--- src/rtl/nibble_addsub_seq.sv ---
// Sequential WIDTH-bit adder/subtractor built on one shared 4-bit slice, LSB nibble first.
// Define ADDSUB_OVF_EN to build signed-overflow detection; otherwise ovf is tied to 0.
module nibble_addsub_seq #(
    parameter int unsigned WIDTH = 16,
    localparam int unsigned NIB = WIDTH / 4
) (
    input  logic             clk,
    input  logic             rst,
    input  logic             start,
    input  logic             op,
    input  logic [WIDTH-1:0] a,
    input  logic [WIDTH-1:0] b,
    output logic             busy,
    output logic             done,
    output logic [WIDTH-1:0] result,
    output logic             cout,
    output logic             ovf
);

    localparam int unsigned IdxW = (NIB > 1) ? $clog2(NIB) : 1;
    localparam logic [IdxW-1:0] LastIdx = IdxW'(NIB - 1);

    typedef enum logic [0:0] {StIdle, StRun} state_e;

    state_e state_q, state_d;

    logic [NIB-1:0][3:0] op_a_q, op_a_d;
    logic [NIB-1:0][3:0] op_b_q, op_b_d;
    logic [NIB-1:0][3:0] sum_q, sum_d;
    logic [IdxW-1:0]     idx_q, idx_d;
    logic                carry_q, carry_d;
    logic                cout_q, cout_d;
    logic                done_q, done_d;

    logic       accept;
    logic       last;
    logic [4:0] nib_sum;

    assign accept  = (state_q == StIdle) && start;
    assign last    = (state_q == StRun) && (idx_q == LastIdx);
    // The single shared 4-bit slice; every RUN cycle feeds it the nibble selected by idx_q.
    assign nib_sum = {1'b0, op_a_q[idx_q]} + {1'b0, op_b_q[idx_q]} + {4'd0, carry_q};

    always_ff @(posedge clk or posedge rst) begin
        if (rst) begin
            state_q <= StIdle;
        end else begin
            state_q <= state_d;
        end
    end

    always_comb begin
        state_d = state_q;
        unique case (state_q)
            StIdle:  if (start) state_d = StRun;
            StRun:   if (idx_q == LastIdx) state_d = StIdle;
            default: state_d = StIdle;
        endcase
    end

    always_comb begin
        op_a_d  = op_a_q;
        op_b_d  = op_b_q;
        sum_d   = sum_q;
        idx_d   = idx_q;
        carry_d = carry_q;
        cout_d  = cout_q;
        done_d  = 1'b0;
        if (accept) begin
            // Subtraction is A + ~B + 1: invert B once here and seed the carry with op.
            op_a_d  = a;
            op_b_d  = op ? ~b : b;
            carry_d = op;
            idx_d   = '0;
            sum_d   = '0;
        end else if (state_q == StRun) begin
            sum_d[idx_q] = nib_sum[3:0];
            carry_d      = nib_sum[4];
            idx_d        = idx_q + IdxW'(1);
            if (last) begin
                cout_d = nib_sum[4];
                done_d = 1'b1;
                idx_d  = '0;
            end
        end
    end

    always_ff @(posedge clk or posedge rst) begin
        if (rst) begin
            op_a_q  <= '0;
            op_b_q  <= '0;
            sum_q   <= '0;
            idx_q   <= '0;
            carry_q <= 1'b0;
            cout_q  <= 1'b0;
            done_q  <= 1'b0;
        end else begin
            op_a_q  <= op_a_d;
            op_b_q  <= op_b_d;
            sum_q   <= sum_d;
            idx_q   <= idx_d;
            carry_q <= carry_d;
            cout_q  <= cout_d;
            done_q  <= done_d;
        end
    end

`ifdef ADDSUB_OVF_EN
    logic ovf_q, ovf_d;

    // Operand MSBs live in the top nibble, so the flag is ready on the final slice cycle.
    always_comb begin
        ovf_d = ovf_q;
        if (accept) begin
            ovf_d = 1'b0;
        end else if (last) begin
            ovf_d = (op_a_q[NIB-1][3] == op_b_q[NIB-1][3]) &&
                    (nib_sum[3] != op_a_q[NIB-1][3]);
        end
    end

    always_ff @(posedge clk or posedge rst) begin
        if (rst) begin
            ovf_q <= 1'b0;
        end else begin
            ovf_q <= ovf_d;
        end
    end

    assign ovf = ovf_q;
`else
    assign ovf = 1'b0;
`endif

    always_comb begin
        busy   = (state_q == StRun);
        done   = done_q;
        result = sum_q;
        cout   = cout_q;
    end

endmodule

--- config.mk ---
export PLATFORM = sky130hd
export DESIGN_NAME = nibble_addsub_seq
export DESIGN_NICKNAME = d
export VERILOG_FILES = /design/src/rtl/nibble_addsub_seq.sv
export SDC_FILE = /design/constraint.sdc
export NUM_CORES = 1
export LEC_CHECK = 0
export BUFFER_PORTS_ARGS = -buffer_cell sky130_fd_sc_hd__buf_2
export CORE_MARGIN = 4
export CORE_UTILIZATION = 30
export DETAILED_ROUTE_END_ITERATION = 6
export PLACE_DENSITY = 0.6
export SLEW_MARGIN = 30
export SYNTH_ARGS = -nofsm -noshare
export SYNTH_HDL_FRONTEND = slang
export SYNTH_SLANG_ARGS = --single-unit
--- constraint.sdc ---
create_clock -name clk -period 3.04 [get_ports clk]
set_clock_uncertainty 0.05 [all_clocks]
set_input_delay 0.152 -clock clk [delete_from_list [all_inputs] [get_ports clk]]
set_output_delay 0.152 -clock clk [all_outputs]
set_load 0.02 [all_outputs]
After elaboration in Yosys (flattened, before gate mapping)
Cells that the tools add are included.

word-level totals
  register bits = 54
  bits in latches = 0
  RAM bits = 0
  ROM bits = 0
  bits of input ports = 36
  word-level logic and storage cells = 52
  memories = 0

operators by class
  add/subtract/negate cells = 3
  multiply operators = 0
  divide/modulo/power cells = 0
  $lt $le $gt $ge = 2
  equal/unequal tests = 1
  shifts and indexed selects = 0
  multiplexer cells = 21
  bitwise logic cells = 3
  reductions and logical operators = 5

operators with widths
  operator               number
  $mux W16               3
  $bmux W4 S2            2
  $bwmux W16             1
  $not A16 Y16           1
  $mux W4                3
  $demux W4 S2           1
  $mux W1                7
  $mux W2                3
  $add A4 B4 Y5          1
  $add A5 B1 Y5          1
  $logic_and A1 B1 Y1    3
  $lt A2 B3 Y1 const B   1
  $reduce_and A3 Y1      1
  $add A2 B1 Y2 const B  1
  $eq A2 B2 Y1 const B   1
  $ge A2 B1 Y1 const B   1
  $not A1 Y1             2
  $pmux W1 S2            1
  $reduce_bool A2 Y1     1

Depth between registers and ports, before layout
  depth after elaboration = 7
  gate-level depth with buffers = 7
  gate-level depth less buffers = 6

Worst setup path after synthesis
OpenSTA, ideal clock, no wires.

  path kind = reg-to-reg
  from = register idx_q[0]
  to = register sum_q, in the netlist result[5]
  setup time = 0.121 ns
  data arrival time = 2.465 ns
  data required time = 2.869 ns
  path slack = 0.404 ns
  cell stages (with the launch flop) = 7
  path buffers = 1
  cell sequence = dfrtp_1 buf_4 mux4_2 fa_1 fa_1 mux2_2 a22o_1

on the way
  longest elaborated chain between the ends = 7
  elaborated cells on any way between the ends = 14
  those cells by class = add/sub: 2; order compare: 2; mux: 9; reduce/logical: 1

RTL lines
  element                                                                      line    RTL
  start, declared                                                              30      logic [IdxW-1:0] idx_q, idx_d;
  start signal, assigned                                                       101     idx_q <= idx_d;
  $bmux W4 S2 (tied with other cells)                                          42      assign nib_sum = {1'b0, op_a_q[idx_q]} + {1'b0, op_b_q[idx_q]} + {4'd0, carry_q};
  $mux W4 (not written as such) / $logic_and A1 B1 Y1 (equally long branches)  42, 77
  $add A4 B4 Y5 / $mux W4 (equally long branches)                              42, 77
  $add A5 B1 Y5 / $demux W4 S2 (equally long branches)                         42, 77
  $bwmux W16 *                                                                 77      sum_d[idx_q] = nib_sum[3:0];
  $mux W16 *                                                                   76      end else if (state_q == StRun) begin
  $mux W16 *                                                                   69      if (accept) begin
  end signal, assigned                                                         100     sum_q <= sum_d;
  end, declared                                                                29      logic [NIB-1:0][3:0] sum_q, sum_d;

Every way passes the cells marked *; elsewhere a longest branch is shown, timed or not. The select of a mux whose other input is x is not followed.
A chain may end at the register's enable or synchronous reset.

Worst setup path in the final report
  from = register idx_q[0]
  to = register sum_q, in the netlist result[10]

The elaborated chain is that of the path after synthesis.

==> summary by stage <==
Outcome
The flow ran to the end, and the final reports show no timing, DRC or antenna violations.

Power and ir drop
The design draws 3.65 mW. The internal power is 2.20 mW. The combinational group share of total power is 0.536. The switching power of the nets is 1.45 mW.

In this run the power density over the cells is 1180 nW/µm². The clock share of power is 0.112. The worst ir drop on vdd is 406 µV. The net switching share of the total power is 0.396. Summed over all cells, the static leakage comes to 1.48 nW. The part of the power in registers is 0.352.

STA
Dividing the final minimum period by the clock period gives 0.874. Setup slack on the critical path of the routed design comes to 0.384 ns. Counting I/O delays and the setup requirement, the final critical path takes 2.66 ns. The maximum frequency from static timing analysis is 377 MHz. Hold is met by 0.0103 ns. At the pin with the least slew margin, the transition time is 0.759 ns.

The number of slew-limit violations in the final report was 0. The hold violation count in the final report was 0. Setup repair after global routing left no endpoint under its margin. The final sum of negative setup slack is 0 ns. The worst-case headroom to the max-slew limit is 0.493. Setup violations remaining at the end of the flow were counted as 0.

Logic synthesis
After synthesis, the mean cell area works out to 12.5 µm². The sequential share of the synthesized area is 0.517. The synthesized design contains 54 register bits. The net count after synthesis is 254.

The combined area of all synthesized cells is 2620 µm². The post-synthesis cell type count is 28. In the synthesized netlist, the number of instances is 209. During synthesis, Yosys emitted a total of 0 warnings.

Routing
The routed design has 5420 µm of wire. After the first detailed-routing iteration, the DRC count stood at 58. The met2 wire length is 2510 µm. The count of vias placed by the detailed router is 1701. In this run the remaining antenna-violating nets after routing total 0.

Dividing the detail-routed wire length by the instance count gives 14.7 µm. Dividing the detail-routed via count by the number of cells gives 4.60. The wire length on met3 is 291 µm. Routed signal wires occupy layers up through met4. The iteration count of the initial detailed-routing pass is 4. The DRC violation count after routing is 0. The wire length on met1 is 2570 µm.

Finish
In the layout the commonest cells are sky130_fd_sc_hd__dfrtp_1 (54), sky130_fd_sc_hd__buf_2 (54), sky130_fd_sc_hd__nand2_1 (24), sky130_fd_sc_hd__o21ai_0 (20), sky130_fd_sc_hd__xnor2_1 (17). The filler cell count in the final layout is 840. Of the cells placed in the final design, the portion with a size suffix greater than 1 is 0.340. For this run, the number of standard cells in the final layout without fillers is 370. The net count of the finished layout is 309. 0 antenna diodes ended up in the layout. Relative to the synthesized area, the layout overhead comes to 17.8%. At the end of the flow the core is filled with cells to 0.369. After routing the design area is 3080 µm².

Setup path
The category of the most critical setup path is reg -> reg. The signal on the critical path passes through mux4_2, fa_1, fa_1, xnor2_1, a21oi_1, a22o_1. The highest net fanout along the worst path is 6.

The worst setup path is launched from a register. The highest-delay cell along the critical path is sky130_fd_sc_hd__mux4_2. The worst path arrival time is 2.81 ns.

For the worst setup path, the data required time is 3.19 ns. STA classifies the critical path endpoint as a register. The worst stage delay on the critical path is 0.56 ns.

The most numerous cell type found on the critical path is sky130_fd_sc_hd__fa_1.

Floorplanning
The floorplan core area is 8340 µm². The die area is 10300 µm². The height of the chip is 101 µm. The effective utilization at floorplan is 0.314.

The number of rows created at floorplan is 33. The die boundary width is 101 µm. 56 I/O pins were placed.

Place
In this run, placement finished with an instance count of 361. The half-perimeter wire length after detailed placement is 4190 µm. At the end of routability-driven placement, the weighted congestion stood at 0.751. The instance area after placement is 2980 µm².

OpenSTA, run right after detailed placement, puts the worst setup slack at 0.384 ns. The number of port buffers is 54.

CTS
The number of resized instances in the post-cts repair step is 0. The TritonCTS clock tree is built. The clock buffer count from CTS is 5. CTS built an H-tree with a depth of 2. Clock-pin slew was measured on the worst setup and hold paths at 0.10 ns. Counting along the longest clock path gives a buffer depth of 2. The clock latency on the worst-skew pair is 0.30 ns. Once the clock tree was built, the setup fixing pass inserted 0 buffers.

The sink count of the clock tree is 54. The cell chosen for the clock root is sky130_fd_sc_hd__clkbuf_8.

Global routing
The number of global-route vias before repair came to 1774. The number of antenna violations at the first check in global routing is 0. Summed over all layers, the global routing overflow is 0. Entering global routing, the biggest net connects 38 pins. In the global route stage, overall resource usage came out at 0.114. The first global-routing pass estimated 9200 µm of wire.

Run
The max-capacitance violation count is 0.

Worst hold path
The path class of the tightest hold or removal check is in -> reg.
[cell type report]
class	instances	area (µm²)	share of cell area
clock buffer	7	86.3	0.0280
timing repair buffer	61	325	0.106
clock inverter	1	5.00	0.00162
tap	105	131	0.0426
inverter	4	15.0	0.00487
sequential	54	1350	0.438
multi-input combinational	138	1170	0.379
[sequential cells by signal (all words and copies together) (netlist names)]
signal	flops
carry_q	1
busy	1
result	16
op_a_q	16
cout	1
done	1
op_b_q	16
idx_q	2
[critical path, delay by kind of cell (launching register included)]
| kind | cells | cell delay [ns] |
|---|---|---|
| fa+ha+maj | 2 | 0.85 |
| mux | 1 | 0.56 |
| xor+xnor | 1 | 0.32 |
| flops | 1 | 0.48 |
| compound gates | 2 | 0.31 |
[timing repair]
| action | CTS | global route |
|---|---|---|
| hold buffers | 1 | 0 |
| setup endpoints to repair | 0 | 0 |
| endpoints found under the hold margin | 36 | 0 |
[layer usage]
layer	global-route usage	vias to the layer above
met5	0	-
met4	0.0337	0
met3	0.0275	5
met2	0.178	42
met1	0.158	816
li1	-	838
[cells in the mapped netlist (all sizes together)]
master,n,area [µm²]
a211oi,1,7.51
a21o,2,15.0
a21oi,5,25.0
a22o,10,87.6
a32o,2,20.0
and2,1,6.26
buf,12,80.1
clkbuf,1,3.75
conb,1,3.75
dfrtp,54,1350
fa,2,40.0
ha,7,87.6
inv,4,15.0
mux2,20,255
mux4,8,180
nand2,24,90.1
nand2b,1,6.26
nor2,5,21.3
nor2b,4,25.0
o21ai,26,130
or2,1,6.26
xnor2,17,149
xor2,1,8.76
[worst paths after layout]
path,from,endpoint,slack [ns],cells past startpoint
max,idx_q[0],result[10],0.38,6
min,a[5],op_a_q[5],0.01,2
max reg2reg,idx_q[0],result[10],0.38,6
min reg2reg,op_b_q[9],op_b_q[9],0.45,2
max in group asynchronous,rst,op_b_q[14],1.72,4
min in group asynchronous,rst,done,0.48,3
[power by group through the flow]
| stage | Combinational [mW] | Clock, mW | Sequential [mW] |
|---|---|---|---|
| 6_report | 1.96 | 0.408 | 1.28 |
| 5_1_grt | 2.20 | 0.453 | 1.33 |
| 4_1_cts | 2.00 | 0.424 | 1.29 |
| 3_5_place_dp | 1.99 | 0 | 1.31 |
| 3_3_place_gp | 1.94 | 0 | 1.30 |
| 2_1_floorplan | 1.41 | 0 | 1.35 |
[cell families (layout without fill, tap and decap cells)]
logic type,Yosys count,count (layout),synth area share
flops,54,54,0.517
compound gates,46,46,0.109
simple gates,36,36,0.0593
mux,28,28,0.167
xor+xnor,18,18,0.0603
buf+inv,17,73,0.0378
fa+ha+maj,9,9,0.0488
other cells,1,1,0.00143
Power figures use the tool's default switching activity.
